## config.mk

```make
export PLATFORM = sky130hd
export DESIGN_NAME = dma_traffic_initiator
export DESIGN_NICKNAME = d
export VERILOG_FILES = /design/src/rtl/dma_pkg.sv /design/src/rtl/dma_rd_checker.sv /design/src/rtl/dma_traffic_initiator.sv
export SDC_FILE = /design/constraint.sdc
export NUM_CORES = 1
export LEC_CHECK = 0
export ABC_AREA = 1
export BUFFER_PORTS_ARGS = -buffer_cell sky130_fd_sc_hd__buf_2
export CAP_MARGIN = 10
export CORE_AREA = 2 2 259 261
export DETAILED_ROUTE_END_ITERATION = 10
export DIE_AREA = 0 0 261 263
export SLEW_MARGIN = 20
export SYNTH_ARGS = -nofsm -noshare
export SYNTH_HDL_FRONTEND = slang
export SYNTH_SLANG_ARGS = --single-unit
export TNS_END_PERCENT = 20
```

## constraint.sdc

```tcl
create_clock -name I_Clk -period 3.03 [get_ports I_Clk]
set_clock_uncertainty 0.15 [all_clocks]
set_input_delay 0 -clock I_Clk [delete_from_list [all_inputs] [get_ports I_Clk]]
set_output_delay 0 -clock I_Clk [all_outputs]
set_load 0.05 [all_outputs]
```

## src/rtl/dma_pkg.sv

```systemverilog
// Shared types and helpers for the DDR3 traffic initiator.
// Command codes, FSM states and the beat pattern generator.
package dma_pkg;

    localparam logic [2:0] CMD_WR = 3'b000;
    localparam logic [2:0] CMD_RD = 3'b001;

    typedef enum logic [2:0] {
        ST_IDLE,
        ST_WAIT_CAL,
        ST_WR_REQ,
        ST_WR_DATA,
        ST_RD_REQ,
        ST_RD_DATA,
        ST_NEXT,
        ST_FINISH
    } state_t;

    // One 32-bit lane of the beat pattern; beats replicate it across the bus.
    function automatic logic [31:0] pat_word(
        input logic [15:0] loop,
        input logic [15:0] beat
    );
        return {loop, beat};
    endfunction

endpackage

```

## src/rtl/dma_rd_checker.sv

```systemverilog
// Read-back checker: counts returned beats and compares each one
// with the expected pattern, keeping a saturating mismatch count.
module dma_rd_checker
    import dma_pkg::*;
#(
    parameter int DATA_W    = 256,
    parameter int BURST_LEN = 64
) (
    input  logic              clk_i,
    input  logic              rst_i,
    input  logic              clr_run_i,
    input  logic              clr_beat_i,
    input  logic              en_i,
    input  logic [15:0]       loop_i,
    input  logic [DATA_W-1:0] data_i,
    output logic              last_o,
    output logic [15:0]       err_cnt_o
);

    localparam logic [7:0] LAST_BEAT = 8'(BURST_LEN - 1);

    logic [7:0]        beat_q, beat_d;
    logic [15:0]       err_q, err_d;
    logic [DATA_W-1:0] exp_beat;
    logic              mismatch;

    assign exp_beat  = {(DATA_W/32){pat_word(loop_i, {8'h00, beat_q})}};
    assign mismatch  = (data_i != exp_beat);
    assign last_o    = en_i && (beat_q == LAST_BEAT);
    assign err_cnt_o = err_q;

    // Next beat index and saturating error count.
    always_comb begin
        beat_d = beat_q;
        err_d  = err_q;
        if (clr_run_i) begin
            beat_d = '0;
            err_d  = '0;
        end else if (clr_beat_i) begin
            beat_d = '0;
        end else if (en_i) begin
            beat_d = beat_q + 8'd1;
            if (mismatch && (err_q != 16'hFFFF))
                err_d = err_q + 16'd1;
        end
    end

    // Checker state registers.
    always_ff @(posedge clk_i) begin
        if (rst_i) begin
            beat_q <= '0;
            err_q  <= '0;
        end else begin
            beat_q <= beat_d;
            err_q  <= err_d;
        end
    end

endmodule

```

## src/rtl/dma_traffic_initiator.sv

```systemverilog
// DDR3 traffic initiator: write a patterned burst, read it back,
// compare, and repeat while tracking loops, errors and watchdog.
module dma_traffic_initiator
    import dma_pkg::*;
#(
    parameter int                ADDR_W      = 28,
    parameter int                DATA_W      = 256,
    parameter int                BURST_LEN   = 64,
    parameter logic [ADDR_W-1:0] BASE_ADDR   = 28'h0,
    parameter int                ADDR_STEP   = 512,
    parameter logic [ADDR_W-1:0] ADDR_LIMIT  = 28'h0800000,
    parameter int                NUM_LOOPS   = 16,
    parameter int                TIMEOUT_CYC = 65535
) (
    input  logic                I_Clk,
    input  logic                I_Rst,
    input  logic                I_Start,
    input  logic                I_Stop,
    input  logic                I_Calib_Done,
    output logic                O_wr_start,
    output logic [ADDR_W-1:0]   O_wr_addr,
    output logic [2:0]          O_wr_cmd,
    output logic [7:0]          O_wr_burst_len,
    output logic [DATA_W-1:0]   O_wr_data,
    output logic [DATA_W/8-1:0] O_wr_wdf_mask,
    input  logic                I_wr_burst_start,
    input  logic                I_wr_burst_end,
    input  logic                I_wr_rd_en,
    output logic                O_rd_start,
    output logic [ADDR_W-1:0]   O_rd_addr,
    output logic [2:0]          O_rd_cmd,
    output logic [7:0]          O_rd_burst_len,
    input  logic [DATA_W-1:0]   I_rd_data,
    input  logic                I_rd_wr_en,
    output logic                O_Busy,
    output logic                O_Done,
    output logic                O_Pass,
    output logic [15:0]         O_Err_Cnt,
    output logic [15:0]         O_Loop_Cnt,
    output logic                O_Proto_Err,
    output logic                O_Timeout
);

    localparam logic [7:0]    LEN8    = 8'(BURST_LEN);
    localparam logic [15:0]   NLOOPS  = 16'(NUM_LOOPS);
    localparam logic [ADDR_W:0] STEP_X  = (ADDR_W+1)'(ADDR_STEP);
    localparam logic [ADDR_W:0] LIMIT_X = {1'b0, ADDR_LIMIT};
    localparam logic [31:0]   TO_X    = 32'(TIMEOUT_CYC);

    state_t              state_q, state_d;
    logic [ADDR_W-1:0]   addr_q, addr_d;
    logic [7:0]          wr_beat_q, wr_beat_d;
    logic [15:0]         loop_q, loop_d;
    logic [31:0]         wd_q, wd_d;
    logic                done_q, done_d;
    logic                pass_q, pass_d;
    logic                proto_q, proto_d;
    logic                to_q, to_d;
    logic                clr_run, clr_beat;
    logic                chk_en, chk_last;
    logic [15:0]         err_cnt;
    logic [ADDR_W:0]     addr_sum;
    logic                wr_room, wd_hit;
    logic                unused_burst_start;

    assign unused_burst_start = I_wr_burst_start;

    assign wr_room  = (wr_beat_q < LEN8);
    assign wd_hit   = (wd_q >= TO_X);
    assign addr_sum = {1'b0, addr_q} + STEP_X;
    assign chk_en   = (state_q == ST_RD_DATA) && I_rd_wr_en;

    dma_rd_checker #(
        .DATA_W    (DATA_W),
        .BURST_LEN (BURST_LEN)
    ) u_chk (
        .clk_i      (I_Clk),
        .rst_i      (I_Rst),
        .clr_run_i  (clr_run),
        .clr_beat_i (clr_beat),
        .en_i       (chk_en),
        .loop_i     (loop_q),
        .data_i     (I_rd_data),
        .last_o     (chk_last),
        .err_cnt_o  (err_cnt)
    );

    // Sequencer next-state, flag updates and watchdog.
    always_comb begin
        state_d   = state_q;
        addr_d    = addr_q;
        wr_beat_d = wr_beat_q;
        loop_d    = loop_q;
        done_d    = done_q;
        pass_d    = pass_q;
        proto_d   = proto_q;
        to_d      = to_q;
        clr_run   = 1'b0;
        clr_beat  = 1'b0;

        if (I_rd_wr_en && (state_q != ST_RD_DATA))
            proto_d = 1'b1;

        unique case (state_q)
            ST_IDLE: begin
                if (I_Start) begin
                    state_d = ST_WAIT_CAL;
                    done_d  = 1'b0;
                    pass_d  = 1'b0;
                    proto_d = 1'b0;
                    to_d    = 1'b0;
                    loop_d  = '0;
                    addr_d  = BASE_ADDR;
                    clr_run = 1'b1;
                end
            end
            ST_WAIT_CAL: begin
                if (I_Calib_Done)
                    state_d = ST_WR_REQ;
            end
            ST_WR_REQ: begin
                wr_beat_d = '0;
                clr_beat  = 1'b1;
                state_d   = ST_WR_DATA;
            end
            ST_WR_DATA: begin
                if (I_wr_rd_en && wr_room)
                    wr_beat_d = wr_beat_q + 8'd1;
                if (I_wr_rd_en && !wr_room)
                    proto_d = 1'b1;
                if (I_wr_burst_end) begin
                    if (wr_beat_d == LEN8) begin
                        state_d = ST_RD_REQ;
                    end else begin
                        proto_d = 1'b1;
                        state_d = ST_FINISH;
                    end
                end else if (wd_hit) begin
                    to_d    = 1'b1;
                    state_d = ST_FINISH;
                end
            end
            ST_RD_REQ: begin
                state_d = ST_RD_DATA;
            end
            ST_RD_DATA: begin
                if (chk_last) begin
                    state_d = ST_NEXT;
                end else if (wd_hit) begin
                    to_d    = 1'b1;
                    state_d = ST_FINISH;
                end
            end
            ST_NEXT: begin
                loop_d = loop_q + 16'd1;
                addr_d = (addr_sum >= LIMIT_X) ? BASE_ADDR
                                               : addr_sum[ADDR_W-1:0];
                if (I_Stop || ((NUM_LOOPS != 0) && (loop_d == NLOOPS)))
                    state_d = ST_FINISH;
                else
                    state_d = ST_WR_REQ;
            end
            ST_FINISH: begin
                done_d  = 1'b1;
                pass_d  = (err_cnt == 16'd0) && !proto_q && !to_q;
                state_d = ST_IDLE;
            end
            default: state_d = ST_IDLE;
        endcase

        if (I_wr_rd_en || I_wr_burst_end || I_rd_wr_en ||
            (state_d != state_q))
            wd_d = '0;
        else if (wd_q != 32'hFFFF_FFFF)
            wd_d = wd_q + 32'd1;
        else
            wd_d = wd_q;
    end

    // Sequencer registers with synchronous reset.
    always_ff @(posedge I_Clk) begin
        if (I_Rst) begin
            state_q   <= ST_IDLE;
            addr_q    <= '0;
            wr_beat_q <= '0;
            loop_q    <= '0;
            wd_q      <= '0;
            done_q    <= 1'b0;
            pass_q    <= 1'b0;
            proto_q   <= 1'b0;
            to_q      <= 1'b0;
        end else begin
            state_q   <= state_d;
            addr_q    <= addr_d;
            wr_beat_q <= wr_beat_d;
            loop_q    <= loop_d;
            wd_q      <= wd_d;
            done_q    <= done_d;
            pass_q    <= pass_d;
            proto_q   <= proto_d;
            to_q      <= to_d;
        end
    end

    assign O_wr_start     = (state_q == ST_WR_REQ);
    assign O_wr_addr      = O_wr_start ? addr_q : '0;
    assign O_wr_cmd       = O_wr_start ? CMD_WR : 3'b000;
    assign O_wr_burst_len = O_wr_start ? LEN8 : 8'd0;
    assign O_wr_wdf_mask  = '0;
    assign O_wr_data      = ((state_q == ST_WR_DATA) && wr_room)
                          ? {(DATA_W/32){pat_word(loop_q, {8'h00, wr_beat_q})}}
                          : '0;

    assign O_rd_start     = (state_q == ST_RD_REQ);
    assign O_rd_addr      = O_rd_start ? addr_q : '0;
    assign O_rd_cmd       = O_rd_start ? CMD_RD : 3'b000;
    assign O_rd_burst_len = O_rd_start ? LEN8 : 8'd0;

    assign O_Busy      = (state_q != ST_IDLE);
    assign O_Done      = done_q;
    assign O_Pass      = pass_q;
    assign O_Err_Cnt   = err_cnt;
    assign O_Loop_Cnt  = loop_q;
    assign O_Proto_Err = proto_q;
    assign O_Timeout   = to_q;

endmodule
```

==> reports/results.tsv <==
metric	value	unit
status	completed	
antenna_found_initial	14	
max-vdd-ir-drop	288	uV
grt_first_pass_wirelength	70300	um
hold_violations	0	
cts_setup_buffers	0	
cts-root-buf	clkbuf_16	
p_per_area	263	nW/um2
fin_hold_ws	0.150	ns
setup_violations	0	
via_count	12100	
grt_overflow_total	0	
start_util	17.5	%
rsz0062_at_grt	yes	
ant_nets	0	
max_freq	347	MHz
cp-end-kind	flop	
final_common_cell	buf_2	
use_met2	23.1	%
cts_buffer_depth	2	
drive_gt1_share	31.5	%
hpwl	41800	um
synth_cells	1746	
dieArea	68600	um2
yosys_warnings	0	
max_slew.worst_pin.slew	0.812	ns
async_reset_ff_share	0	%
area_growth	22.0	%
die_h	263	um
io_buffer_count	519	
grt_usage	13.9	%
drt_first_iter_violations	679	
numClockSinks	106	
gr-usage-met3	3.69	%
routed_wl	50600	um
core	65600	um2
synth_ff_type	dfxtp_1	
critPathMaxFanout	16	
p_leak	6.30	nW
seq_area_frac_synth	18.5	%
layout.nets	2402	
worstSetupStartpointType	flop	
clock_latency	0.38	ns
rows	94	
cts_tree	done	
synthTopCellsByArea	buf_4, dfxtp_1, nand2_1	
hp-class	in2reg	
setup_slack	0.151	ns
grt_max_degree	45	
reg2reg_depth	14	
syn_avg_cell_area	6.58	um2
numCtsBuffers	9	
drc	0	
synth-seq-cells	106	
num_io_pins	670	
syn_area	11500	um2
grt_pass1_vias	11000	
gp_congestion	0.927	
timing.final.crit_share	95.0	%
routed_via_density	4.01	
hold_depth	6	
dp_slack	0.213	ns
synth_enable_flop_cells	0	
die_width	261	um
cts_max_level	3	
synth_top_area_share	20.8	%
fin_crit	2.88	ns
clkTransAtPathRegs	0.08	ns
drv_slew	0	
met1_usage	16.1	%
first_pass_iters	5	
cp.required	3.19	ns
ys_types	49	
maxSlewHeadroom	45.8	%
path_class	reg2reg	
drv_cap	0	
synth_top_area_cell	buf_4	
cp.arrival	3.04	ns
busiest_layer	met2	
final_cell_mix	buf_2, nand2_1, nor2_1	
wl_per_cell	16.8	um
==> power breakdown <==
part | internal, mW | leakage [nW] | switching, mW
logic | 0.254 | 5.30 | 0.743
clock network | 0.661 | 0.148 | 0.630
registers | 1.40 | 0.855 | 0.0102
==> Yosys cell counts, types with 3 or more instances <==
master    instances
o21a_1            3
nor4_1           25
xor2_1           58
clkinv_1          3
nor2_4           35
nand2_2           8
dfxtp_1         106
o21ai_0          57
nor2_2           11
inv_2             7
buf_6             4
nand4_1          58
nand3_1          86
buf_4           319
ha_1              7
or2_2             7
inv_1           125
o22ai_1          12
clkbuf_1         20
a21oi_1          78
o21ai_1           4
buf_2            10
nor3_2            3
nor3_1           44
a211oi_1          7
nand2_1         307
nand3_2           3
nor3b_1           3
nand3b_1          5
nor2_1          218
xnor2_1          91
buf_12            3
==> registers in the layout (all words and copies together) (netlist names) <==
signal	cells
O_Timeout	1
wr_beat_q	8
O_Done	1
wd_q	32
u_chk.beat_q	8
u_chk.err_cnt_o	16
O_Loop_Cnt	16
addr_q	19
state_q	3
O_Proto_Err	1
O_Pass	1
==> kinds of logic after synthesis <==
kind of cell	count (synthesis)	synth area share, %
simple gates	822	34.1
buf+inv	491	27.3
compound gates	170	7.99
xor+xnor	149	11.4
flops	106	18.5
fa+ha+maj	7	0.762
other cells	1	0.0326
==> critical path: stages (launching register included) <==
cell and delay, ns:
dfxtp_1 0.44, buf_4 0.28, nand2_1 0.11, o21ai_0 0.09, nand3_1 0.25, nor2_2 0.36
nand2_1 0.09, nor2_1 0.11, nand2_1 0.06, nor2_1 0.21, nand2_2 0.20, nand2_2 0.13
buf_12 0.14, nand2_1 0.06, a21oi_1 0.12
==> area by class of cell <==
class / count / area [um2]
flip-flops and latches: 106 / 2120
inverters: 135 / 507
multi-input cells: 1297 / 6820
repair buffers: 581 / 3160
fillers: 7508 / 51600
well taps: 864 / 1080
diodes: 9 / 22.5
clock buffers: 10 / 229
clock inverters: 6 / 82.6
==> final timing paths <==
check	slack, ns	start	to
worst min-delay path	0.15	I_rd_wr_en	u_chk.beat_q[0]$_SDFFE_PP0P_
worst max register to register	0.15	O_Loop_Cnt[10]$_SDFFE_PP0P_	u_chk.err_cnt_o[3]$_SDFFE_PP0P_
worst min register to register	0.33	addr_q[20]$_SDFFE_PP0P_	addr_q[20]$_SDFFE_PP0P_
worst max-delay path	0.15	O_Loop_Cnt[10]$_SDFFE_PP0P_	u_chk.err_cnt_o[3]$_SDFFE_PP0P_
==> metal layers <==
layer | part of all wire (%) | vias to the layer above
met4 | 4.7 | 6
met1 | 39 | 5482
met2 | 48 | 524
met5 | 0.075 | -
li1 | - | 5948
met3 | 8.8 | 102
==> what timing repair did <==
| action | 4_1_cts | 5_1_grt |
|---|---|---|
| endpoints found under the setup margin | 0 | 56 |
| hold buffers | 8 | 0 |
| resized for setup | 0 | 7 |
| hold endpoints to repair | 11 | 0 |
==> through the flow <==
step	setup TNS, ns	power (mW)	utilization [%]	area [um2]	instances
6_report	0	3.70	21.4	14000	3008
3_3_place_gp	0	2.41	20.7	13600	2975
2_1_floorplan	0	2.25	-	12000	1894
5_1_grt	-0.162	3.87	21.4	14000	3004
3_5_place_dp	0	2.41	20.7	13600	2975
4_1_cts	0	3.75	21.3	14000	2999
Note: power is estimated with default switching activity, not from simulation.
